===== src/rtl/fp16_acc_sched_if.sv =====
// Stream and adder-side signals of the FP16 packet accumulator.
// slave  : the accumulator itself.
// master : the surrounding logic (term source, fpadder, sum consumer).
interface fp16_acc_sched_if #(
    parameter int CNT_W = 8
) ();
    logic             in_valid;
    logic             in_ready;
    logic [15:0]      in_data;
    logic             in_last;
    logic [15:0]      add_a;
    logic [15:0]      add_b;
    logic [15:0]      add_sum;
    logic             out_valid;
    logic             out_ready;
    logic [15:0]      out_data;
    logic [CNT_W-1:0] out_count;
    logic             busy;

    modport slave (
        input  in_valid, in_data, in_last, add_sum, out_ready,
        output in_ready, add_a, add_b, out_valid, out_data, out_count, busy
    );

    modport master (
        output in_valid, in_data, in_last, add_sum, out_ready,
        input  in_ready, add_a, add_b, out_valid, out_data, out_count, busy
    );
endinterface


===== src/rtl/fp16_acc_sched.sv =====
// Sequencer that sums a packet of FP16 terms through one external fpadder.
// The adder registers its core result one edge after the operands appear,
// while its zero/inf/NaN path is combinational, so the operands are held
// through ISSUE and CAPT and the sum is sampled only at the end of CAPT.
module fp16_acc_sched #(
    parameter int CNT_W = 8
) (
    input  logic                CLK,
    input  logic                RESET,
    fp16_acc_sched_if.slave     bus
);
    typedef enum logic [2:0] {
        S_IDLE,
        S_FETCH,
        S_ISSUE,
        S_CAPT,
        S_DONE
    } state_t;

    state_t           r_state;
    logic [15:0]      r_acc;
    logic [CNT_W-1:0] r_cnt;
    logic             r_last;
    logic [15:0]      r_add_a;
    logic [15:0]      r_add_b;
    logic             r_in_ready;
    logic             r_out_valid;
    logic [15:0]      r_out_data;
    logic [CNT_W-1:0] r_out_count;
    logic             r_busy;
    logic [CNT_W-1:0] w_cnt_inc;

    // Term counter saturates instead of wrapping on very long packets.
    assign w_cnt_inc = (r_cnt == {CNT_W{1'b1}}) ? r_cnt : r_cnt + CNT_W'(1);

    // Sequencer: state, running sum, adder operands and registered handshake outputs.
    always_ff @(posedge CLK) begin
        if (RESET) begin
            r_state     <= S_IDLE;
            r_acc       <= 16'h0000;
            r_cnt       <= '0;
            r_last      <= 1'b0;
            r_add_a     <= 16'h0000;
            r_add_b     <= 16'h0000;
            r_in_ready  <= 1'b1;
            r_out_valid <= 1'b0;
            r_out_data  <= 16'h0000;
            r_out_count <= '0;
            r_busy      <= 1'b0;
        end else begin
            case (r_state)
                S_IDLE: begin
                    if (bus.in_valid) begin
                        r_acc  <= bus.in_data;
                        r_cnt  <= CNT_W'(1);
                        r_busy <= 1'b1;
                        if (bus.in_last) begin
                            // Single-term packet bypasses the adder entirely.
                            r_state     <= S_DONE;
                            r_in_ready  <= 1'b0;
                            r_out_valid <= 1'b1;
                            r_out_data  <= bus.in_data;
                            r_out_count <= CNT_W'(1);
                        end else begin
                            r_state <= S_FETCH;
                        end
                    end
                end
                S_FETCH: begin
                    if (bus.in_valid) begin
                        r_add_a    <= r_acc;
                        r_add_b    <= bus.in_data;
                        r_last     <= bus.in_last;
                        r_in_ready <= 1'b0;
                        r_state    <= S_ISSUE;
                    end
                end
                S_ISSUE: begin
                    r_state <= S_CAPT;
                end
                S_CAPT: begin
                    r_acc <= bus.add_sum;
                    r_cnt <= w_cnt_inc;
                    if (r_last) begin
                        r_state     <= S_DONE;
                        r_out_valid <= 1'b1;
                        r_out_data  <= bus.add_sum;
                        r_out_count <= w_cnt_inc;
                    end else begin
                        r_state    <= S_FETCH;
                        r_in_ready <= 1'b1;
                    end
                end
                S_DONE: begin
                    if (bus.out_ready) begin
                        r_state     <= S_IDLE;
                        r_out_valid <= 1'b0;
                        r_in_ready  <= 1'b1;
                        r_busy      <= 1'b0;
                    end
                end
                default: begin
                    r_state    <= S_IDLE;
                    r_in_ready <= 1'b1;
                    r_busy     <= 1'b0;
                end
            endcase
        end
    end

    assign bus.in_ready  = r_in_ready;
    assign bus.add_a     = r_add_a;
    assign bus.add_b     = r_add_b;
    assign bus.out_valid = r_out_valid;
    assign bus.out_data  = r_out_data;
    assign bus.out_count = r_out_count;
    assign bus.busy      = r_busy;
endmodule


===== src/flat_wrapper.sv =====
// flat-port wrapper written by rule: the top's interface ports become plain ports
module fp16_acc_sched_flat 
#(
    parameter int CNT_W = 8
)
  (CLK, RESET, bus_in_valid, bus_in_data, bus_in_last, bus_add_sum, bus_out_ready, bus_in_ready, bus_add_a, bus_add_b, bus_out_valid, bus_out_data, bus_out_count, bus_busy);
  fp16_acc_sched_if #(.CNT_W(CNT_W)) bus_i ();
  input  logic CLK;
  input  logic RESET;
  input wire logic [$bits(bus_i.in_valid)-1:0] bus_in_valid;
  input wire logic [$bits(bus_i.in_data)-1:0] bus_in_data;
  input wire logic [$bits(bus_i.in_last)-1:0] bus_in_last;
  input wire logic [$bits(bus_i.add_sum)-1:0] bus_add_sum;
  input wire logic [$bits(bus_i.out_ready)-1:0] bus_out_ready;
  output wire logic [$bits(bus_i.in_ready)-1:0] bus_in_ready;
  output wire logic [$bits(bus_i.add_a)-1:0] bus_add_a;
  output wire logic [$bits(bus_i.add_b)-1:0] bus_add_b;
  output wire logic [$bits(bus_i.out_valid)-1:0] bus_out_valid;
  output wire logic [$bits(bus_i.out_data)-1:0] bus_out_data;
  output wire logic [$bits(bus_i.out_count)-1:0] bus_out_count;
  output wire logic [$bits(bus_i.busy)-1:0] bus_busy;
  assign bus_i.in_valid = bus_in_valid;
  assign bus_i.in_data = bus_in_data;
  assign bus_i.in_last = bus_in_last;
  assign bus_i.add_sum = bus_add_sum;
  assign bus_i.out_ready = bus_out_ready;
  assign bus_in_ready = bus_i.in_ready;
  assign bus_add_a = bus_i.add_a;
  assign bus_add_b = bus_i.add_b;
  assign bus_out_valid = bus_i.out_valid;
  assign bus_out_data = bus_i.out_data;
  assign bus_out_count = bus_i.out_count;
  assign bus_busy = bus_i.busy;
  fp16_acc_sched #(.CNT_W(CNT_W)) u_core (.CLK(CLK), .RESET(RESET), .bus(bus_i));
endmodule

===== config.mk =====
export PLATFORM = sky130hd
export DESIGN_NAME = fp16_acc_sched_flat
export DESIGN_NICKNAME = d
export VERILOG_FILES = /design/src/rtl/fp16_acc_sched_if.sv /design/src/rtl/fp16_acc_sched.sv /design/src/flat_wrapper.sv
export SDC_FILE = /design/constraint.sdc
export NUM_CORES = 1
export LEC_CHECK = 0
export ABC_AREA = 1
export CORE_MARGIN = 3
export CORE_UTILIZATION = 52
export CTS_CLUSTER_DIAMETER = 40
export DETAILED_ROUTE_END_ITERATION = 12
export GPL_ROUTABILITY_DRIVEN = 0
export PLACE_DENSITY = 0.9
export RECOVER_POWER = 100
export SLEW_MARGIN = 0
export SYNTH_ARGS = -nofsm -noshare
export SYNTH_HDL_FRONTEND = slang
export SYNTH_SLANG_ARGS = --single-unit

===== constraint.sdc =====
create_clock -name CLK -period 3.5 [get_ports CLK]
set_input_delay 0.7 -clock CLK [delete_from_list [all_inputs] [get_ports CLK]]
set_output_delay 0.7 -clock CLK [all_outputs]
set_load 0.1 [all_outputs]

==> impl_results.md, run 1 <==
- Run status: completed
- Horiz. Die Dim: 89.06 µm
- Worst Max-Slew Pin Slew: 1.236 ns
- Compound-gate portion of the synthesized area: 0.1563
- Floorplan Core Area: 6531 µm²
- Number of enable flip-flop cells after synthesis: 0
- Most area-hungry cell type in the Yosys netlist: sky130_fd_sc_hd__dfxtp_1
- Number of clock sinks: 87
- Maximum number of pins on one net before global-route repair: 57
- Worst hold-check path type: reg2reg
- Root buffer selected by CTS: sky130_fd_sc_hd__clkbuf_8
- Number of buffers created by CTS: 9
- Starting density of the core: 0.5492
- Row Count: 29
- Simple logic cell fraction of the synthesized area: 0.2578
- Highest net fanout along the worst path: 34
- Max H-tree Level: 3
- Fillcell total: 523
- Async S/R FF share, synth: 0
- Antenna Nets Post-Route: 0
- Arrival time of data at the critical path endpoint: 3.03 ns
- Critical path's largest stage delay: 0.73 ns
- Maximum vdd drop: 0.0003938 V
- TritonRoute pass-1 iters: 5
- Count of cell types in the netlist: 23
- Total of warnings raised by yosys: 0
- Synthesis-to-layout area growth: 31.60%
- Slew Viols, Final: 0
- Top cell by count, worst path: sky130_fd_sc_hd__inv_1
- CTS tree: built
- P_leak: 2.241 nW
- FF+latch area: 1742 µm²
- Required time of the worst setup path: 3.78 ns
- Average cell area after synthesis: 6.979 µm²
- Biggest area contributors in the synthesized netlist: sky130_fd_sc_hd__dfxtp_1, sky130_fd_sc_hd__nand2_1, sky130_fd_sc_hd__nor2_1
- Synthesized area: 3587 µm²
- Count of boundary I/O pins: 96
- Worst hold slack after final layout: 0.4531 ns
- Classification of the worst setup path: reg2reg
- Clock-pin slew on the worst setup and hold paths: 0.09 ns
- Worst path top cell family by delay: buffers and inverters
- Register bit count reported by yosys: 87
- Post-Synth XOR/XNOR Area: 0
- Initial antenna violation count: 0
- Hold-fix buffer count after cts: 0
- FMAX: 0.3637 GHz
- Multiplexer share of the synthesized area: 0
- Setup repair after global routing missed its margin: false
- Total Neg Setup Slack: 0 ns
- Prevailing post-synth register cell: sky130_fd_sc_hd__dfxtp_1
- Initial DRC Count: 220
- Floorplan die area: 7931 µm²
- Number of gates given a new drive strength after cts: 0
- Fraction of final layout cells sized beyond drive strength 1: 0.03993
- Final setup vio count: 0
- Total DRC errors in the routed layout: 0
- Max Clock Skew: 0.008409 ns
- Vert. Die Dim: 89.06 µm
- Slowest stage cell on the critical path: sky130_fd_sc_hd__inv_1
- Sum of internal, switching and leakage power: 4.039 mW
- Number of buffers and inverters on the critical path: 2
- Vias in the first global route: 3,357
- First-pass GRT wire length: 14,740 µm
- Register area share after synthesis: 0.4855
- Skew-Pair Late Insertion Delay: 0.35 ns
- Worst Setup End Kind: flip-flop
- # port buffers: 95
- Post-layout min period: 2.749 ns
- Hpwl dp: 6442 µm
- Most numerous cell types in the synthesized netlist: sky130_fd_sc_hd__nand2_1, sky130_fd_sc_hd__dfxtp_1, sky130_fd_sc_hd__nor2_1
- Final Core Density: 0.7228
- Total via count after detailed routing: 3,507
- Per-cell via count in the routed design: 5.173
- Overall Global Routing Usage: 0.2376
- Most frequent cell after synthesis: sky130_fd_sc_hd__nand2_1
- Share of the synthesized area in the top cell type: 0.4855
- Total overflow reported by the global router: 0
- Post-synthesis instance total: 514
- P per Cell Area: 855.6 nW/µm²
- Multi-input gate area in the final layout: 1503 µm²
- Final antenna diode count: 0
- Slew margin rel.: 0.1798
- Dominant combinational cell family by area after synthesis: simple AND/OR/NAND/NOR gates
- Max-cap violation count: 0
- Worst setup SP type: flip-flop
- Worst-path cell chain: nor2_4 -> inv_1 -> nand2_2 -> inv_1 -> nand2_1 -> a21oi_1
- Number of failing hold endpoints at the final stage: 0
- Fin crit share: 0.7855
- Adder-cell share of the synthesized area: 0.003488
- Max Buffers Root-to-Sink: 2
- Fin nets: 634
- Number of nets produced by synthesis: 552
- Wirelength, routed: 9086 µm
- Number of setup buffers added after CTS: 0
- Routed length per placed instance: 13.40 µm
## flip-flops by register name (all words and copies together), names as in the netlist
name	count
u_core.bus.out_data	16
u_core.r_acc	16
u_core.r_cnt	8
u_core.bus.out_count	8
u_core.r_last	1
u_core.bus.in_ready	1
u_core.bus.busy	1
u_core.bus.add_a	16
u_core.bus.add_b	16
u_core.bus.out_valid	1
u_core.r_state	3
## through the flow
step | std cells | setup WS (ns) | instance area, µm²
finish | 678 | 0.7507 | 4721
global route | 678 | 0.4612 | 4721
CTS | 678 | 0.9258 | 4735
detailed placement | 662 | 0.9978 | 4522
global placement | 662 | 1.037 | 4522
floorplan | 514 | 1.875 | 3587
## cell type report
cell class,count,share of cell area
flip-flops and latches,87,0.3689
multi-input cells,345,0.3183
repair buffers,97,0.2028
inverters,56,0.04453
clock buffers,10,0.02915
well taps,77,0.02041
clock inverters,6,0.01590
## final timing paths
check	startpoint	end	slack, ns	depth (start not counted)
min	u_core.bus.busy$_SDFFE_PP0P_	u_core.bus.busy$_SDFFE_PP0P_	0.45	2
max	u_core.r_state[2]$_SDFFE_PP0P_	u_core.r_cnt[5]$_SDFFE_PP0P_	0.75	6
min reg2reg	u_core.bus.busy$_SDFFE_PP0P_	u_core.bus.busy$_SDFFE_PP0P_	0.45	2
max reg2reg	u_core.r_state[2]$_SDFFE_PP0P_	u_core.r_cnt[5]$_SDFFE_PP0P_	0.75	6
## cells by family (layout without fill, tap and decap cells)
kind of cell / Yosys count / in the layout
fa+ha+maj: 1 / 1
compound gates: 110 / 110
buf+inv: 82 / 169
flops: 87 / 87
simple gates: 234 / 234
## power by group
group | switching, mW | internal [mW] | leakage, nW
clock network | 0.372 | 0.359 | 0.105
logic | 1.60 | 0.398 | 1.42
registers | 0.109 | 1.20 | 0.713
total | 2.08 | 1.95 | 2.24
## layer usage
metal  vias to the layer above  wire, µm  track usage
li1                       1785         -            -
met1                      1570      3828       0.2893
met2                       136      4431       0.4096
met3                        16       648      0.04977
met4                         0       177      0.09608
met5                         -         0            0
## worst min-delay path: stages (launching register included)
cell                      delay, ns
sky130_fd_sc_hd__dfxtp_1       0.32
sky130_fd_sc_hd__inv_1         0.04
sky130_fd_sc_hd__a21oi_1       0.05
## layout by cell type (no fill, tap or decap)
cell type and n:
sky130_fd_sc_hd__nand2_1 139, sky130_fd_sc_hd__dfxtp_1 87, sky130_fd_sc_hd__nor2_1 71, sky130_fd_sc_hd__dlygate4sd3_1 58, sky130_fd_sc_hd__inv_1 55, sky130_fd_sc_hd__a21oi_1 52
sky130_fd_sc_hd__o21ai_0 39, sky130_fd_sc_hd__clkdlybuf4s50_1 34, sky130_fd_sc_hd__nand3_1 16, sky130_fd_sc_hd__o21ai_1 15, sky130_fd_sc_hd__clkbuf_8 10, sky130_fd_sc_hd__nand2_2 3
sky130_fd_sc_hd__clkbuf_1 3, sky130_fd_sc_hd__nor2_4 2, sky130_fd_sc_hd__a211oi_1 2, sky130_fd_sc_hd__nand4_1 2, sky130_fd_sc_hd__o211ai_1 2, sky130_fd_sc_hd__clkinv_4 2
sky130_fd_sc_hd__inv_2 1, sky130_fd_sc_hd__nand3b_1 1, sky130_fd_sc_hd__ha_1 1, sky130_fd_sc_hd__bufinv_16 1, sky130_fd_sc_hd__clkinvlp_4 1, sky130_fd_sc_hd__inv_8 1
sky130_fd_sc_hd__inv_6 1, sky130_fd_sc_hd__clkbuf_2 1, sky130_fd_sc_hd__buf_12 1
Power figures use the tool's default switching activity.
==> run 2: changes to the inputs <==
--- a/config.mk
+++ b/config.mk
@@ -7,11 +7,11 @@
 export LEC_CHECK = 0
 export ABC_AREA = 1
 export CORE_MARGIN = 3
-export CORE_UTILIZATION = 52
+export CORE_UTILIZATION = 48
 export CTS_CLUSTER_DIAMETER = 40
 export DETAILED_ROUTE_END_ITERATION = 12
 export GPL_ROUTABILITY_DRIVEN = 0
-export PLACE_DENSITY = 0.9
+export PLACE_DENSITY = 0.84
 export RECOVER_POWER = 100
 export SLEW_MARGIN = 0
 export SYNTH_ARGS = -nofsm -noshare
==> constraint.sdc (replaced) <==
create_clock -name CLK -period 2.6 [get_ports CLK]
set_input_delay 0.52 -clock CLK [delete_from_list [all_inputs] [get_ports CLK]]
set_output_delay 0.52 -clock CLK [all_outputs]
set_load 0.1 [all_outputs]
==> run 2 against run 1 <==
Net effect: via count unchanged; register-to-register slack worse by 0.22 ns; clock-buffer cell count up 2; combinational power up 29%; setup slack worse by 0.29 ns; sequential share of layout area up 1.9 points; critical endpoint is now bus_add_a[10]; largest cell class unchanged.
==> impl_results.md, run 2 (same netlist as run 1, synthesis figures left out) <==
- Worst setup SP type: flip-flop
- Worst path top cell family by delay: buffers and inverters
- Maximum vdd drop: 0.0005567 V (+41%)
- Fin crit share: 0.8230
- Classification of the worst setup path: reg2out
- R2R cell count: 6 (unchanged)
- Wirelength, routed: 9004 µm (-0.90%)
- Overall Global Routing Usage: 0.2208 (-0.01681)
- Number of buffers and inverters on the critical path: 1 (-1)
- Floorplan die area: 8547 µm² (+7.8%)
- Maximum number of pins on one net before global-route repair: 38 (-33%)
- Worst hold slack after final layout: 0.4525 ns (-0.0005770 ns)
- Floorplan Core Area: 7019 µm² (+7.5%)
- Post-layout min period: 2.140 ns
- Total Neg Setup Slack: 0 ns (unchanged)
- Routed length per placed instance: 12.83 µm (-4.3%)
- Number of clock sinks: 87 (unchanged)
- Setup repair after global routing missed its margin: false
- Worst hold-check path type: reg2reg
- Number of setup buffers added after CTS: 0 (unchanged)
- Count of boundary I/O pins: 96 (unchanged)
- Fraction of final layout cells sized beyond drive strength 1: 0.04455 (+0.004621)
- Initial antenna violation count: 0 (unchanged)
- Placed cells: 687 (+3.8%)
- Most used cells in the layout excluding fill and tap cells: sky130_fd_sc_hd__nand2_1, sky130_fd_sc_hd__dfxtp_1, sky130_fd_sc_hd__nor2_1
- Vias in the first global route: 3,284 (-2.2%)
- Worst-path cell chain: clkbuf_1
- Starting density of the core: 0.5111 (-0.03818)
- Row Count: 30 (+3.4%)
- First-pass GRT wire length: 15,040 µm (+2.0%)
- Fin nets: 640 (+0.95%)
- Max Buffers Root-to-Sink: 2 (unchanged)
- Vert. Die Dim: 92.45 µm (+3.8%)
- Hpwl dp: 6528 µm (+1.3%)
- Worst Max-Slew Pin Slew: 1.229 ns (-0.006567 ns)
- Critical path's largest stage delay: 0.88 ns (+0.15 ns)
- Number of failing hold endpoints at the final stage: 0 (unchanged)
- Most frequent standard cell in the layout excluding fill and tap cells: sky130_fd_sc_hd__nand2_1
- Critical path launch point: u_core.bus.add_a[10]$_SDFFE_PP0P_
- Required time of the worst setup path: 2.08 ns (-1.70 ns)
- Clock-pin slew on the worst setup and hold paths: 0.08 ns (about the same)
- Final antenna diode count: 0 (unchanged)
- Total via count after detailed routing: 3,507 (unchanged)
- Slowest stage cell on the critical path: sky130_fd_sc_hd__clkbuf_1
- Sum of internal, switching and leakage power: 5.418 mW (+34%)
- Root buffer selected by CTS: sky130_fd_sc_hd__clkbuf_8
- Cell Area, Placed: 4488 µm² (-0.75%)
- Run status: completed
- P per Cell Area: 1207 nW/µm² (+41%)
- Post-route cell area: 4491 µm² (-4.9%)
- Per-cell via count in the routed design: 4.996 (-3.4%)
- Skew-Pair Late Insertion Delay: 0.36 ns (about the same)
- Synthesis-to-layout area growth: 25.18%
- Arrival time of data at the critical path endpoint: 1.62 ns (-1.41 ns)
- Max-cap violation count: 0 (unchanged)
- Hold-fix buffer count after cts: 0 (unchanged)
- Number of gates given a new drive strength after cts: 0 (unchanged)
- Number of buffers created by CTS: 9 (unchanged)
- Final setup margin: 0.4601 ns (-0.2906 ns)
- Origin of the critical flop-to-flop path: u_core.r_state[2]$_SDFFE_PP0P_
- Horiz. Die Dim: 92.45 µm (+3.8%)
- P_leak: 2.004 nW (-11%)
- TritonRoute pass-1 iters: 6 (+1)
- Highest net fanout along the worst path: 2 (-94%)
- Final setup vio count: 0 (unchanged)
- Slew Viols, Final: 0 (unchanged)
- Slew margin rel.: 0.1841 (+0.004359)
- # port buffers: 95 (unchanged)
- Max Clock Skew: 0.005623 ns (-0.002786 ns)
- Max H-tree Level: 3 (unchanged)
- Total DRC errors in the routed layout: 0 (unchanged)
- Worst Setup End Kind: output port
- Post-place setup slack: 0.5726 ns (-0.4251 ns)
- Hold path start: u_core.r_acc[9]$_SDFFE_PP0P_
- Post-layout instance count excluding filler cells: 702 (+3.5%)
- FMAX: 0.4673 GHz
- CTS tree: built
- Total overflow reported by the global router: 0 (unchanged)
- Antenna Nets Post-Route: 0 (unchanged)
- Initial DRC Count: 197 (-10%)
- Final Core Density: 0.6398 (-0.08305)
- Hold-critical path depth: 2 (unchanged)
- Stages on the worst setup path: 1 (-5)
==> run 2: cell count changes in the layout (fill, tap and decap cells not counted), sizes merged, moves of 2 or more <==
| cell | change |
|---|---|
| buf | +6 |
| inv | -2 |
| clkbuf | +58 |
| dlygate4sd3 | -55 |
==> run 2: worst paths after layout <==
kind         slack, ns                           end
min               0.45  u_core.r_acc[9]$_SDFFE_PP0P_
max reg2reg       0.53  u_core.r_cnt[1]$_SDFFE_PP0P_
min reg2reg       0.45  u_core.r_acc[9]$_SDFFE_PP0P_
max               0.46                 bus_add_a[10]
==> run 2: cell type report <==
| cell class | instances | area [µm²] |
|---|---|---|
| clock inverters | 3 | 65.06 |
| well taps | 96 | 120.1 |
| repair buffers | 103 | 688.2 |
| fillers | 664 | 2529 |
| multi-input cells | 345 | 1500 |
| clock buffers | 12 | 165.2 |
| flip-flops and latches | 87 | 1742 |
| inverters | 56 | 210.2 |
==> run 2: report_power, final <==
part           total [mW]  leakage (nW)  internal (mW)  switching (mW)
clock                1.07         0.118          0.613           0.458
sequential           1.76         0.713           1.61           0.147
combinational        2.59          1.17          0.418            2.17
total                5.42          2.00           2.64            2.78
==> run 2: layer usage <==
metal | track usage | wire length [µm] | up-vias
li1 | - | - | 1792
met1 | 0.2698 | 3733 | 1567
met2 | 0.3656 | 4441 | 125
met3 | 0.06905 | 654 | 23
met4 | 0.07921 | 175 | 0
met5 | 0 | 0 | -
==> run 3: changes to the inputs <==
==> constraint.sdc (replaced) <==
create_clock -name CLK -period 2.18 [get_ports CLK]
set_input_delay 0.436 -clock CLK [delete_from_list [all_inputs] [get_ports CLK]]
set_output_delay 0.436 -clock CLK [all_outputs]
set_load 0.1 [all_outputs]
==> run 3 against run 2 <==
Net effect: sequential share of layout area is 0.32 points lower; clock power is 23% higher; non-clock buffer count stayed put; largest power group unchanged; global-route usage is 0.31 points lower; first-iteration DRC count is 0.51% lower; critical path depth is 9 higher.
==> impl_results.md, run 3 (same netlist as run 1, synthesis figures left out) <==
- Slowest stage cell on the critical path: sky130_fd_sc_hd__dfxtp_1
- P_leak: 2.178 nW (+8.7%)
- Maximum number of pins on one net before global-route repair: 59 (+55%)
- Worst Setup End Kind: flip-flop
- Clock-pin slew on the worst setup and hold paths: 0.08 ns (about the same)
- Skew-Pair Late Insertion Delay: 0.35 ns (about the same)
- Wirelength, routed: 9105 µm (+1.1%)
- Number of buffers and inverters on the critical path: 2 (+1)
- Critical path's largest stage delay: 0.39 ns (-0.49 ns)
- Total Neg Setup Slack: 0 ns (unchanged)
- Worst Max-Slew Pin Slew: 0.5947 ns (-0.6343 ns)
- TritonRoute pass-1 iters: 5 (-1)
- Worst hold-check path type: reg2reg
- Initial DRC Count: 196 (-0.51%)
- Vias in the first global route: 3,252 (-0.97%)
- Register share of total power: 0.322 (-0.003)
- Run status: completed
- Max Buffers Root-to-Sink: 2 (unchanged)
- FMAX: 0.5342 GHz
- Antenna Nets Post-Route: 0 (unchanged)
- Slew Viols, Final: 0 (unchanged)
- Routed length per placed instance: 12.97 µm (+1.1%)
- Highest net fanout along the worst path: 40 (+38)
- Overall Global Routing Usage: 0.2177 (-0.003082)
- Number of gates given a new drive strength after cts: 0 (unchanged)
- Max H-tree Level: 3 (unchanged)
- First-pass GRT wire length: 15,060 µm (+0.18%)
- Top cell by count, worst path: sky130_fd_sc_hd__nand2_1
- Final antenna diode count: 0 (unchanged)
- Max Clock Skew: 0.005360 ns (-0.0002630 ns)
- Hpwl dp: 6655 µm (+1.9%)
- Classification of the worst setup path: reg2reg
- Count of boundary I/O pins: 96 (unchanged)
- Setup repair after global routing missed its margin: false
- Slew margin rel.: 0.6052 (+0.4211)
- P per Cell Area: 1442 nW/µm² (+20%)
- Row Count: 30 (unchanged)
- Root buffer selected by CTS: sky130_fd_sc_hd__clkbuf_8
- Internal: 3.208 mW (+21%)
- Post-layout min period: 1.872 ns
- Synthesis-to-layout area growth: 26.23%
- Number of failing hold endpoints at the final stage: 0 (unchanged)
- Most used cells in the layout excluding fill and tap cells: sky130_fd_sc_hd__nand2_1, sky130_fd_sc_hd__dfxtp_1, sky130_fd_sc_hd__nor2_1
- Maximum vdd drop: 0.0005883 V (+5.7%)
- Max-cap violation count: 0 (unchanged)
- Number of buffers created by CTS: 9 (unchanged)
- Fraction of final layout cells sized beyond drive strength 1: 0.1403 (+0.09571)
- Required time of the worst setup path: 2.43 ns (+0.35 ns)
- Most frequent standard cell in the layout excluding fill and tap cells: sky130_fd_sc_hd__nand2_1
- Worst-path cell chain: nand2_1 -> nor2_4 -> nand2_1 -> nand2_1 -> nand2_1 -> clkinv_1 -> clkbuf_4 -> nand2_1 -> nand2_1 -> nor2_1
- Total via count after detailed routing: 3,520 (+0.37%)
- Vert. Die Dim: 92.45 µm (unchanged)
- Starting density of the core: 0.5111 (unchanged)
- Hold-fix buffer count after cts: 0 (unchanged)
- Number of clock sinks: 87 (unchanged)
- Switching share of total power: 0.5087 (-0.003571)
- Worst path top cell family by delay: simple AND/OR/NAND/NOR gates
- Initial antenna violation count: 0 (unchanged)
- Total overflow reported by the global router: 0 (unchanged)
- Horiz. Die Dim: 92.45 µm (unchanged)
- Total DRC errors in the routed layout: 0 (unchanged)
- Sum of internal, switching and leakage power: 6.530 mW (+21%)
- Gate power share: 0.476 (-0.002)
- Floorplan die area: 8547 µm² (unchanged)
- Fin crit share: 0.8588
- CTS tree: built
- Worst setup SP type: flip-flop
- Clk pwr share: 0.202 (+0.004)
- Number of setup buffers added after CTS: 0 (unchanged)
- Net switching power: 3.322 mW (+20%)
- # port buffers: 95 (unchanged)
- Floorplan Core Area: 7019 µm² (unchanged)
- Final setup vio count: 0 (unchanged)
- Per-cell via count in the routed design: 5.014 (+0.37%)
- Fin nets: 640 (unchanged)
- Arrival time of data at the critical path endpoint: 2.12 ns (+0.50 ns)
run 3: per-stage QoR:
step / util / setup WS (ns) / cells / cell area (µm²) / hold slack (ns)
global route: 0.6451 / 0.1508 / 702 / 4528 / 0.4790
finish: 0.6451 / 0.3079 / 702 / 4528 / 0.4553
CTS: 0.6693 / 0.2984 / 702 / 4698 / 0.4552
global placement: 0.6358 / 0.2917 / 687 / 4463 / 0.4335
detailed placement: 0.6358 / 0.2153 / 687 / 4463 / 0.4431
floorplan: - / 0.8191 / 514 / 3587 / 0.4267
run 3: area by class of cell:
type                       count  area, µm²
sequential                    87       1742
clock inverter                 5      107.6
multi-input combinational    345       1500
tap                           96      120.1
inverter                      56      210.2
timing repair buffer         103      720.7
fill                         633       2491
clock buffer                  10      127.6
run 3: path summary, 6_finish.rpt:
kind                            cells past startpoint                                   end  slack (ns)                           start
worst max register to register                     10  u_core.bus.out_data[12]$_SDFFE_PP0P_        0.31  u_core.r_state[0]$_SDFFE_PP0P_
worst min register to register                      2         u_core.r_acc[12]$_SDFFE_PP0P_        0.46   u_core.r_acc[12]$_SDFFE_PP0P_
worst min-delay path                                2         u_core.r_acc[12]$_SDFFE_PP0P_        0.46   u_core.r_acc[12]$_SDFFE_PP0P_
worst max-delay path                               10  u_core.bus.out_data[12]$_SDFFE_PP0P_        0.31  u_core.r_state[0]$_SDFFE_PP0P_
run 3: power by group through the flow:
stage	Sequential [mW]	Combinational [mW]	Clock [mW]
after floorplan	3.89	0.840	0
after global placement	2.13	3.26	0
after detailed placement	2.14	3.31	0
after CTS	2.11	3.32	1.33
after global routing	2.15	3.28	1.42
final	2.10	3.11	1.32
run 3: metal layers:
| metal | global-route usage | part of all wire | vias to the layer above |
|---|---|---|---|
| li1 | - | - | 1793 |
| met1 | 0.2776 | 0.44 | 1593 |
| met2 | 0.3559 | 0.48 | 119 |
| met3 | 0.04955 | 0.064 | 15 |
| met4 | 0.08787 | 0.023 | 0 |
| met5 | 0 | 0 | - |
run 3: worst register-to-register path, delay by kind of cell (launching register included):
family        cells  cell delay, ns
buf+inv           2            0.43
flops             1            0.39
simple gates      8            0.94
==> patch 1: new RTL, settings of run 3 <==
Encoding of `state_t`: now one-hot (5 bits for 5 states).
--- a/src/rtl/fp16_acc_sched.sv
+++ b/src/rtl/fp16_acc_sched.sv
@@ -9,12 +9,12 @@
     input  logic                RESET,
     fp16_acc_sched_if.slave     bus
 );
-    typedef enum logic [2:0] {
-        S_IDLE,
-        S_FETCH,
-        S_ISSUE,
-        S_CAPT,
-        S_DONE
+    typedef enum logic [4:0] {
+        S_IDLE  = 5'b00001,
+        S_FETCH = 5'b00010,
+        S_ISSUE = 5'b00100,
+        S_CAPT  = 5'b01000,
+        S_DONE  = 5'b10000
     } state_t;
 
     state_t           r_state;
Function: same outputs for any inputs over 10 cycles, from zero or initial values and one cycle with RESET high; not proved beyond that.
==> patch 1 against run 3 <==
Power rose by 18%; design area rose by 3.6%; sequential cell count rose by 2; combinational power rose by 35%; synthesized area rose by 5.8%; worst setup slack improved by 0.052 ns; wire length rose by 3.0%; first-iteration DRC count fell by 0.51%; clock skew rose by 0.0049 ns; non-clock buffer count rose by 1; critical path type unchanged; largest power group unchanged.
==> patch 1: results (changes against run 3) <==
Setup path
  – Max FO, Critical Path: 37 (-7.5%)
  – Critical path data arrival time: 2.07 ns (-0.05 ns)

Layout
  – Filler Cells Inserted: 699 (+10%)
  – Share of cells above drive strength 1: 15.4% (+1.4 points)
  – Number of nets at the end of the flow: 655 (+2.3%)
  – Area added between synthesis and finish: 23.6%

Run status
  – Result of the run: completed

CTS
  – Root buffer cell: sky130_fd_sc_hd__clkbuf_8

Placement
  – Instance area at placement: 0.00466 mm^2 (+4.4%)
  – Detail Placement HPWL: 6940 um (+4.4%)
  – Dpl cells: 705 (+2.6%)
  – Worst setup slack after placement: 0.185 ns (-0.0305 ns)

GRT
  – Grt met3 use: 4.78% (-0.17 points)
  – Global Route met1 Usage: 27.2% (-0.58 points)
  – Total routing usage reported by global routing: 21.1% (-0.64 points)
  – Largest net degree at the start of global routing: 45 (-24%)
  – Global-route wire length before repair: 15000 um (-0.13%)
  – Met2 demand-to-capacity share in global routing: 34.2% (-1.4 points)
  – Vias in the first global route: 3294 (+1.3%)

Logic synthesis
  – Net Count, Synth: 567 (+2.7%)
  – Synth cell count leaders: 133 x sky130_fd_sc_hd__nand2_1, 89 x sky130_fd_sc_hd__dfxtp_1, 64 x sky130_fd_sc_hd__nor2_1
  – Cells after Synth: 529 (+2.9%)
  – Count of synthesis-stage warnings from yosys: 0 (unchanged)
  – Proportion of synthesized chip area in sequential cells: 47.0% (-1.6 points)
  – Synth top area cells: sky130_fd_sc_hd__dfxtp_1 47%, sky130_fd_sc_hd__nand2_1 13%, sky130_fd_sc_hd__a21oi_1 7.5%
  – Netlist cell types: 27 (+17%)

Timing
  – Slew HR: 61.8% (+1.2 points)
  – Max Clock Skew: 0.0102 ns (+0.00486 ns)

Drt
  – DRT Pass-1 Iters: 4 (-1)
  – Routed Wire Length: 9380 um (+3.0%)
  – Via total after detailed routing: 3585 (+1.8%)
  – Via density per instance: 4.97 (-0.84%)
  – Initial drt markers: 195 (-0.51%)

Power and ir drop
  – Switching fraction of total power: 54.4% (+3.5 points)
  – Total leakage power: 0.00227 uW (+4.3%)
  – IR drop worst, VDD: 1.03 mV (+75%)

Worst hold path
  – Class of the tightest hold or removal check: flop to flop
patch 1: cell types whose count changed after synthesis, moves of 2 or more:
cell                       before  now
sky130_fd_sc_hd__clkbuf_2       2    0
sky130_fd_sc_hd__inv_1         52   56
sky130_fd_sc_hd__a211oi_1       2    0
sky130_fd_sc_hd__o21ai_1       16   25
sky130_fd_sc_hd__a21oi_1       52   57
sky130_fd_sc_hd__buf_2          9    7
sky130_fd_sc_hd__dfxtp_1       87   89
sky130_fd_sc_hd__nor2_1        71   64
sky130_fd_sc_hd__o21ai_0       38   31
sky130_fd_sc_hd__buf_6          3    9
sky130_fd_sc_hd__nor2_2         1    5
sky130_fd_sc_hd__nand2_1      139  133
sky130_fd_sc_hd__nand2_4        0    2
sky130_fd_sc_hd__nand4_1        2    7
patch 1: final cells by class:
class / instances / share of cell area, %
Sequential cell: 89 / 38.0
Multi-Input combinational cell: 353 / 33.8
Timing Repair Buffer: 104 / 16.5
Inverter: 60 / 4.80
Clock buffer: 9 / 2.64
Tap cell: 99 / 2.64
Clock inverter: 7 / 1.60
patch 1: kinds of logic (layout without fill, tap and decap cells):
kind of cell	count (synthesis)	count (layout)	synth area share, %
AO/OA/AOI/OAI	116	116	15.5
adder cells (fa/ha/maj)	1	1	0.330
AND/OR/NAND/NOR	236	236	26.4
flip-flops	89	89	47.0
buffers and inverters	87	180	10.8
patch 1: metal layers:
layer / vias up / wire length, um
met1: 1614 / 4240
met4: 0 / 316
met3: 23 / 427
met2: 99 / 4400
li1: 1849 / -
met5: - / 0
patch 1: critical path, cell delays in order (launching register included):
cell,delay (ns)
sky130_fd_sc_hd__dfxtp_1,0.33
sky130_fd_sc_hd__nor2_1,0.36
sky130_fd_sc_hd__nand3_2,0.15
sky130_fd_sc_hd__buf_4,0.28
sky130_fd_sc_hd__o21ai_0,0.38
sky130_fd_sc_hd__nand2_1,0.10
sky130_fd_sc_hd__nand2_1,0.08
sky130_fd_sc_hd__a21oi_1,0.04
patch 1: path summary, 6_finish.rpt:
| kind | start | end | slack, ns | cells after the start |
|---|---|---|---|---|
| max reg2reg | u_core.r_state[0]$_SDFFE_PP1P_ | u_core.r_acc[11]$_SDFFE_PP0P_ | 0.36 | 7 |
| min reg2reg | u_core.r_acc[5]$_SDFFE_PP0P_ | u_core.r_acc[5]$_SDFFE_PP0P_ | 0.45 | 2 |
| max | u_core.r_state[0]$_SDFFE_PP1P_ | u_core.r_acc[11]$_SDFFE_PP0P_ | 0.36 | 7 |
| min | u_core.r_acc[5]$_SDFFE_PP0P_ | u_core.r_acc[5]$_SDFFE_PP0P_ | 0.45 | 2 |
patch 1: power groups by stage:
stage	registers (uW)	logic [uW]	clock network, uW
floorplan	4360	1570	0
detailed placement	2400	4400	0
global placement	2380	4330	0
global route	2400	4530	1240
finish	2360	4210	1140
CTS	2360	4410	1170
==> patch 2: new RTL, settings of run 3 <==
Without the edit above. `CNT_W` is set to 8 in 3 places; all go to 10.
--- a/src/rtl/fp16_acc_sched_if.sv
+++ b/src/rtl/fp16_acc_sched_if.sv
@@ -2,7 +2,7 @@
 // slave  : the accumulator itself.
 // master : the surrounding logic (term source, fpadder, sum consumer).
 interface fp16_acc_sched_if #(
-    parameter int CNT_W = 8
+    parameter int CNT_W = 10
 ) ();
     logic             in_valid;
     logic             in_ready;
--- a/src/rtl/fp16_acc_sched.sv
+++ b/src/rtl/fp16_acc_sched.sv
@@ -3,7 +3,7 @@
 // while its zero/inf/NaN path is combinational, so the operands are held
 // through ISSUE and CAPT and the sum is sampled only at the end of CAPT.
 module fp16_acc_sched #(
-    parameter int CNT_W = 8
+    parameter int CNT_W = 10
 ) (
     input  logic                CLK,
     input  logic                RESET,
--- a/src/flat_wrapper.sv
+++ b/src/flat_wrapper.sv
@@ -1,7 +1,7 @@
 // flat-port wrapper written by rule: the top's interface ports become plain ports
 module fp16_acc_sched_flat 
 #(
-    parameter int CNT_W = 8
+    parameter int CNT_W = 10
 )
   (CLK, RESET, bus_in_valid, bus_in_data, bus_in_last, bus_add_sum, bus_out_ready, bus_in_ready, bus_add_a, bus_add_b, bus_out_valid, bus_out_data, bus_out_count, bus_busy);
   fp16_acc_sched_if #(.CNT_W(CNT_W)) bus_i ();
Interface: changed (resized bus_out_count); port bits go from 96 to 98. No check against the original RTL was run, so the function may have changed too.
==> patch 2 against run 3 <==
Synthesized area up 3.3%; power up 7.1%; hold slack worse by 0.0054 ns; non-clock buffer count up 4; sequential cell count up 4; combinational power up 16%; worst setup slack worse by 0.073 ns; final cell count up 0.71%; wire length up 2.7%; design area up 2.6%; largest power group unchanged.
==> patch 2: results (changes against run 3) <==
Run status
  – Result of the run: completed

CTS
  – Root buffer cell: sky130_fd_sc_hd__clkbuf_8
  – CTS clock-pin slew for the worst setup and hold paths: 0.09 ns
  – Worst-case clock buffer depth: 2 (unchanged)
  – Buffers inserted by post-CTS timing repair: 0 (unchanged)
  – Worst-Skew Late Latency: 0.37 ns (+0.02 ns)

Setup path
  – Count of cells along the worst register-to-register path: 8 (-2)
  – Family with the most delay on the worst path: buffers and inverters
  – Max FO, Critical Path: 24 (-40%)
  – Flop-to-flop setup slack: 0.28 ns (-0.03 ns)
  – Launch point of the worst reg-to-reg path: u_core.r_state[0]$_SDFFE_PP0P_
  – Reg2reg end: u_core.bus.out_data[0]$_SDFFE_PP0P_
  – Master of the slowest instance on the critical path: sky130_fd_sc_hd__clkbuf_1
  – Slowest cell delay on critical path: 0.67 ns (+0.28 ns)
  – Critical path data arrival time: 2.25 ns (+0.13 ns)

Worst hold path
  – Class of the tightest hold or removal check: flop to flop
  – Start point of the worst hold path: u_core.bus.busy$_SDFFE_PP0P_
  – Worst hold endpoint: u_core.bus.busy$_SDFFE_PP0P_

GRT
  – Total routing usage reported by global routing: 22.8% (+0.98 points)
  – Vias in the first global route: 3432 (+5.5%)
  – Largest net degree at the start of global routing: 52 (-12%)
  – Global-route wire length before repair: 15900 um (+5.9%)
  – Initial antenna violation count: 0 (unchanged)

Logic synthesis
  – Proportion of synthesized flip-flops having asynchronous set or reset: 0% (unchanged)
  – Synth top area cells: sky130_fd_sc_hd__dfxtp_1 49%, sky130_fd_sc_hd__nand2_1 11%, sky130_fd_sc_hd__nor2_1 9.6%
  – Synth cell count leaders: 105 x sky130_fd_sc_hd__nand2_1, 95 x sky130_fd_sc_hd__nor2_1, 91 x sky130_fd_sc_hd__dfxtp_1
  – Net Count, Synth: 550 (-0.36%)
  – Netlist cell types: 25 (+8.7%)
  – Proportion of synthesized chip area in sequential cells: 49.2% (+0.62 points)
  – Count of synthesis-stage warnings from yosys: 0 (unchanged)

Power and ir drop
  – Total leakage power: 0.00210 uW (-3.5%)
  – IR drop worst, VDD: 0.678 mV (+15%)
  – Switching fraction of total power: 54.0% (+3.1 points)

Layout
  – Filler Cells Inserted: 686 (+8.4%)
  – Number of nets at the end of the flow: 641 (+0.16%)
  – Share of cells above drive strength 1: 14.3% (+0.28 points)

Drt
  – DR WL/cell: 13.2 um (+2.0%)
  – Initial drt markers: 238 (+21%)
  – DRT Pass-1 Iters: 5 (unchanged)
  – Via density per instance: 5.06 (+0.96%)

Timing
  – Minimum hold slack: 0.450 ns (-0.00536 ns)
  – Max Clock Skew: 0.00760 ns (+0.00224 ns)
  – Slew HR: 43.0% (-18 points)

Placement
  – Detail Placement HPWL: 6930 um (+4.1%)
  – Instance area at placement: 0.00463 mm^2 (+3.7%)
  – IO Port Bufs: 97 (+2.1%)
[patch 2: cell type report]
type | instances | area [um^2] | share of cell area [%]
flip-flops and latches | 91 | 1820 | 39.2
multi-input cells | 353 | 1600 | 34.5
repair buffers | 107 | 752 | 16.2
inverters | 41 | 154 | 3.31
clock buffers | 10 | 128 | 2.75
well taps | 99 | 124 | 2.67
clock inverters | 6 | 65.1 | 1.40
[patch 2: kinds of logic after synthesis]
group	share of synthesized area, %
AND/OR/NAND/NOR	24.7
AO/OA/AOI/OAI	18.2
flip-flops	49.2
buffers and inverters	7.36
XOR/XNOR	0.236
adder cells (fa/ha/maj)	0.338
[patch 2: worst max-delay path by stage]
stage,endpoint,slack [ns],start
final,u_core.bus.add_a[6]$_SDFFE_PP0P_,0.23,RESET
after CTS,u_core.bus.out_data[0]$_SDFFE_PP0P_,0.39,u_core.r_state[0]$_SDFFE_PP0P_
after global placement,u_core.r_cnt[5]$_SDFFE_PP0P_,0.28,bus_in_valid
after global routing,u_core.bus.add_a[6]$_SDFFE_PP0P_,0.09,RESET
after detailed placement,u_core.r_cnt[6]$_SDFFE_PP0P_,0.26,bus_in_valid
after floorplan,u_core.bus.out_count[1]$_SDFFE_PP0P_,0.72,u_core.r_cnt[0]$_SDFFE_PP0P_
[patch 2: power by group through the flow]
| stage | Clock [uW] | Combinational [uW] | Sequential, uW |
|---|---|---|---|
| after CTS | 1150 | 3810 | 2270 |
| final | 1130 | 3600 | 2260 |
| after floorplan | 0 | 926 | 4360 |
| after detailed placement | 0 | 3800 | 2300 |
| after global routing | 1210 | 3820 | 2310 |
| after global placement | 0 | 3760 | 2290 |
[patch 2: worst reg2reg max path: cells and delay by family (launching register included)]
kind | cells | cell delay [ns]
flip-flops | 1 | 0.40
buffers and inverters | 2 | 0.41
AO/OA/AOI/OAI | 1 | 0.41
AND/OR/NAND/NOR | 5 | 0.59
[patch 2: routing by layer]
layer	up-vias	part of all wire, %	track usage [%]	routed length [um]
li1	1842	-	-	-
met1	1614	44	28.8	4150
met2	103	47	37.0	4410
met3	20	6.0	5.21	558
met4	0	2.5	9.87	236
met5	-	0	0	0
[patch 2: through the flow]
step	cells	setup slack [ns]
floorplan	512	0.717
global placement	691	0.283
detailed placement	691	0.260
CTS	707	0.386
global route	707	0.0879
finish	707	0.235
